`src/rtl/buckeye_shift_engine.sv`:
```
// Serial configuration shift engine for NCHIP Buckeye chains: shifts a parallel image
// out LSB-first, captures the displaced bits as readback, and optionally verifies.
module buckeye_shift_engine #(
    parameter int NCHIP     = 6,
    parameter int CHIP_BITS = 48,
    parameter int CLK_DIV   = 4
) (
    input  logic                         CMSCLK,
    input  logic                         GLOBAL_RST_B,
    input  logic                         START,
    input  logic                         ABORT,
    input  logic                         VERIFY,
    input  logic [NCHIP-1:0]             MASK,
    input  logic [NCHIP*CHIP_BITS-1:0]   WDATA,
    input  logic [NCHIP-1:0]             AMPOUT,
    output logic [NCHIP-1:0]             AMPIN,
    output logic [NCHIP-1:0]             AMPCLK,
    output logic                         BUSY,
    output logic                         DONE,
    output logic [NCHIP*CHIP_BITS-1:0]   RDATA,
    output logic [NCHIP-1:0]             ERR
);

    localparam int PW = $clog2(2 * CLK_DIV);
    localparam int BW = $clog2(CHIP_BITS);
    localparam logic [PW-1:0] PH_LAST = PW'(2 * CLK_DIV - 1);
    localparam logic [PW-1:0] PH_HIGH = PW'(CLK_DIV);
    localparam logic [PW-1:0] PH_CAP  = PW'(CLK_DIV - 1);
    localparam logic [BW-1:0] BIT_LAST = BW'(CHIP_BITS - 1);

    typedef enum logic [1:0] {S_IDLE, S_SHIFT1, S_SHIFT2, S_FIN} state_t;

    state_t state, state_nx;
    logic [PW-1:0] phase, phase_nx;
    logic [BW-1:0] bit_idx, bit_nx;
    logic [NCHIP-1:0][CHIP_BITS-1:0] img, img_nx, rd, rd_nx;
    logic [NCHIP-1:0] mask_q, mask_nx, ampin_nx, ampclk_nx, err_nx;
    logic verify_q, verify_nx, busy_nx, done_nx;

    assign RDATA = rd;

    always_comb begin
        state_nx  = state;
        phase_nx  = phase;
        bit_nx    = bit_idx;
        img_nx    = img;
        mask_nx   = mask_q;
        verify_nx = verify_q;
        rd_nx     = rd;
        err_nx    = ERR;
        busy_nx   = 1'b0;
        done_nx   = 1'b0;
        ampin_nx  = '0;
        ampclk_nx = '0;

        if (state != S_IDLE && ABORT) begin
            state_nx = S_IDLE;
            phase_nx = '0;
            bit_nx   = '0;
            err_nx   = '0;
        end else begin
            case (state)
                S_IDLE: begin
                    if (START && !ABORT) begin
                        img_nx    = WDATA;
                        mask_nx   = MASK;
                        verify_nx = VERIFY;
                        err_nx    = '0;
                        phase_nx  = '0;
                        bit_nx    = '0;
                        state_nx  = S_SHIFT1;
                    end
                end
                S_SHIFT1, S_SHIFT2: begin
                    // Sample the chain on the edge that raises AMPCLK, before it shifts.
                    if (phase == PH_CAP) begin
                        for (int unsigned k = 0; k < NCHIP; k++) begin
                            if (mask_q[k]) rd_nx[k][bit_idx] = AMPOUT[k];
                        end
                    end
                    if (phase == PH_LAST) begin
                        phase_nx = '0;
                        if (bit_idx == BIT_LAST) begin
                            bit_nx = '0;
                            if (state == S_SHIFT1 && verify_q) begin
                                state_nx = S_SHIFT2;
                            end else begin
                                state_nx = S_FIN;
                                if (state == S_SHIFT2) begin
                                    for (int unsigned k = 0; k < NCHIP; k++) begin
                                        err_nx[k] = mask_q[k] && (rd[k] != img[k]);
                                    end
                                end
                            end
                        end else begin
                            bit_nx = bit_idx + BW'(1);
                        end
                    end else begin
                        phase_nx = phase + PW'(1);
                    end
                end
                S_FIN:   state_nx = S_IDLE;
                default: state_nx = S_IDLE;
            endcase
        end

        // Pin outputs are computed from the next state so each one is a plain flop.
        if (state_nx == S_SHIFT1 || state_nx == S_SHIFT2) begin
            busy_nx = 1'b1;
            for (int unsigned k = 0; k < NCHIP; k++) begin
                ampin_nx[k]  = mask_nx[k] & img_nx[k][bit_nx];
                ampclk_nx[k] = mask_nx[k] & (phase_nx >= PH_HIGH);
            end
        end
        done_nx = (state_nx == S_FIN);
    end

    always_ff @(posedge CMSCLK or negedge GLOBAL_RST_B) begin
        if (!GLOBAL_RST_B) begin
            state    <= S_IDLE;
            phase    <= '0;
            bit_idx  <= '0;
            img      <= '0;
            mask_q   <= '0;
            verify_q <= 1'b0;
            rd       <= '0;
            ERR      <= '0;
            BUSY     <= 1'b0;
            DONE     <= 1'b0;
            AMPIN    <= '0;
            AMPCLK   <= '0;
        end else begin
            state    <= state_nx;
            phase    <= phase_nx;
            bit_idx  <= bit_nx;
            img      <= img_nx;
            mask_q   <= mask_nx;
            verify_q <= verify_nx;
            rd       <= rd_nx;
            ERR      <= err_nx;
            BUSY     <= busy_nx;
            DONE     <= done_nx;
            AMPIN    <= ampin_nx;
            AMPCLK   <= ampclk_nx;
        end
    end

endmodule
```
`config.mk`:
```
export PLATFORM = sky130hd
export DESIGN_NAME = buckeye_shift_engine
export DESIGN_NICKNAME = d
export VERILOG_FILES = /design/src/rtl/buckeye_shift_engine.sv
export SDC_FILE = /design/constraint.sdc
export NUM_CORES = 2
export LEC_CHECK = 0
export ABC_CLOCK_PERIOD_IN_PS = 10400
export CAP_MARGIN = 20
export CELL_PAD_IN_SITES_DETAIL_PLACEMENT = 1
export CELL_PAD_IN_SITES_GLOBAL_PLACEMENT = 2
export CORE_MARGIN = 2
export CORE_UTILIZATION = 35
export CTS_BUF_LIST = sky130_fd_sc_hd__clkbuf_8 sky130_fd_sc_hd__clkbuf_16
export CTS_CLUSTER_DIAMETER = 40
export DETAILED_ROUTE_END_ITERATION = 7
export GPL_TIMING_DRIVEN = 0
export PLACE_DENSITY = 0.88
export SLEW_MARGIN = 20
export SYNTH_ARGS = -nofsm -noshare
export SYNTH_HDL_FRONTEND = slang
export SYNTH_SLANG_ARGS = --single-unit
```
`constraint.sdc`:
```
create_clock -name CMSCLK -period 10.4 [get_ports CMSCLK]
set_input_delay 2.6 -clock CMSCLK [delete_from_list [all_inputs] [get_ports CMSCLK]]
set_output_delay 2.6 -clock CMSCLK [all_outputs]
set_load 0.005 [all_outputs]
```
==> flow_metrics.tcl <==
set metrics [dict create \
    outcome "completed" \
    dieArea_sq_mm 0.08953 \
    hold_path_class "flop to flop" \
    synth_top_flop_cell "dfrtp_1" \
    netlist_area_sq_mm 0.03050 \
    cts_tree "yes" \
    insertion_delay_ns 0.69 \
    grt_antenna_before_repair 22 \
    crit_start "START" \
    power_density_mw_per_mm2 232.2 \
    min_period_over_period 0.7763 \
    synth_nets 3276 \
    io_buffer_count 606 \
    clockRootBuffer "clkbuf_16" \
    path_class "primary input to flop" \
    worst_pin_slew_ns 1.297 \
    synth_edf_count 0 \
    clk_path_buf_depth 3 \
    cp.required_ns 10.92 \
    area_growth_pct 39.40 \
    gr-total-overflow 0 \
    grt_pass1_vias 29570 \
    whs_ns 0.5004 \
    yosysMostFrequentCell "dfrtp_1" \
    finalSetupViolations 0 \
    peakVddDrop_v 0.0001589 \
    ctsHoldBuffers 0 \
    cp_data_arrival_time_ns 8.60 \
    cts_setup_buffers 0 \
    critPathCaptureType "flop" \
    maxCapViolations 0 \
    grt_usage 0.3885 \
    cts_buffers 113 \
    core_area_sq_mm 0.08662 \
    hpwl_um 129200 \
    clock-sinks 614 \
    p_leak_uw 0.01931 \
    final_nets 4008 \
    worstHoldStart "ERR[5]" \
    synth_top_area_cell "dfrtp_1" \
    ys_warn_count 0 \
    synthTopCellsByArea "dfrtp_1 (50%), mux2_2 (17%), xor2_1 (8.3%)" \
    ys_ff_latch 614 \
    grt_max_degree 96 \
    cp_max_fo 10 \
    maxSlewHeadroom 0.1332 \
    dr.pass1.iters 5 \
    grt_pass1_wl_um 239300 \
    ant_nets 0 \
    grt_setup_unrepaired "false" \
    synthTopCellsByCount "dfrtp_1 (614), nand2_1 (464), nor2_1 (455)" \
    via_per_inst 5.772 \
    syn-mean-instance-area_sq_um 10.30 \
    final_max_slew_viol_count 0 \
    layout-drive-gt1-share 0.1973 \
    dieHeight_um 299.2 \
    chipWidth_um 299.2 \
    syn_inst 2963 \
    initial_core_util 0.3522 \
    hold_violations 0 \
    worstReg2RegStart "state[0]" \
    worstSetupStartpointType "primary input" \
    period_needed_ns 8.074 \
    drt-total-wl_um 177800 \
    io_pins 613 \
    finalPower_uw 9872 \
    synth_top_area_share 0.5037 \
    fin_setup_tns_ns 0 \
    synth_seq_area_share 0.5037 \
    ys_types 57 \
    drc 0 \
    gp_congestion 0.9620 \
    fmax_mhz 123.9 \
    num_vias 28600 \
    row_count 108 \
    wl_per_cell_um 35.89 \
    h-tree-depth 3 \
    cts_resized 0 \
    drt_iter0_drc 3218 \
    skew_ns 0.03003 \
    clk_pin_slew_ns 0.06 \
    synth_async_sr_flop_share 1.000 \
]
==> layout by cell type, fill, tap and decap left out, types with 7 or more instances in the layout <==
master and instances:
buf_6 7, mux2_2 450, clkbuf_1 94, or3_1 15
diode_2 7, o21ai_0 29, inv_1 24, nand3_1 31
nand4_1 23, xor2_1 288, clkdlybuf4s50_1 605, o211ai_1 8
buf_2 55, nor3b_1 7, dfrtp_1 614, buf_16 7
clkinvlp_4 12, mux2i_1 44, bufinv_16 24, nand2b_1 11
ha_1 8, nor4_1 81, buf_1 11, clkbuf_2 11
clkbuf_16 115, o22ai_1 7, clkinv_2 16, and3_1 9
clkbuf_8 12, a21oi_1 19, nor3_1 104, inv_6 8
a31oi_1 17, nor2_1 454, clkinv_4 11, nand2_1 464
==> power breakdown <==
group / internal, uW / switching, uW
Clock: 2700 / 1420
Sequential: 2930 / 496
Combinational: 916 / 1400
Total: 6550 / 3320
==> final timing paths <==
kind | slack (ns) | to | depth (start not counted)
min | 0.50 | ERR[5] | 2
min reg2reg | 0.50 | ERR[5] | 2
max reg2reg | 4.12 | AMPIN[5] | 18
max in group asynchronous | 6.78 | RDATA[97] | 4
min in group asynchronous | 1.84 | RDATA[201] | 1
max | 2.33 | AMPIN[5] | 17
==> cell families (layout without fill, tap and decap cells) <==
logic type	Yosys count	after routing	synth area share
adder cells (fa/ha/maj)	8	8	0.003282
other	0	7	0
flip-flops	614	614	0.5037
AO/OA/AOI/OAI	139	139	0.03080
AND/OR/NAND/NOR	1224	1224	0.1711
buffers and inverters	196	1025	0.02789
XOR/XNOR	288	288	0.08269
multiplexers	494	494	0.1806
==> flip-flops by register name, indices dropped and copies added (netlist names) <==
name / cells
phase: 3
mask_q: 6
AMPCLK: 6
ERR: 6
DONE: 1
state: 2
img: 288
RDATA: 288
BUSY: 1
bit_idx: 6
AMPIN: 6
verify_q: 1
==> worst max-delay path: stages <==
cell             delay, ns
clkdlybuf4s50_1       0.55
nor2b_1               0.19
and2_1                0.14
buf_2                 0.21
clkbuf_1              0.76
buf_2                 0.69
buf_2                 0.53
buf_2                 0.40
buf_2                 0.55
nor2_1                0.08
o22ai_1               0.27
ha_1                  0.41
nand2b_1              0.13
clkbuf_1              0.60
nor3_1                0.12
a22oi_1               0.23
o31ai_1               0.11
==> layout make-up <==
cell class              count  area, sq um
clock inverters            85         1167
inverters                  17        63.81
plain buffers             179        803.3
fillers                  9440        44100
well taps                1155         1445
clock buffers             127         3043
diodes                      7        17.52
repair buffers            617         6316
flip-flops and latches    614        15360
multi-input cells        2153        14300
==> routing by layer <==
layer,vias to the layer above,GRT usage,part of all wire
li1,11570,-,-
met1,14690,0.4986,0.39
met2,1826,0.5743,0.43
met3,490,0.1216,0.11
met4,20,0.2308,0.068
met5,-,0.007407,0.0012
==> metrics by stage <==
step	util	std cells	setup slack [ns]	cell area [sq um]
after floorplan	-	2963	4.868	30500
after global placement	0.4389	4724	-22.48	38020
after CTS	0.4905	4946	2.565	42490
final	0.4909	4954	2.326	42520
after detailed placement	0.4419	4734	1.893	38280
after global routing	0.4907	4948	2.388	42510
Note: power is estimated with default switching activity, not from simulation.
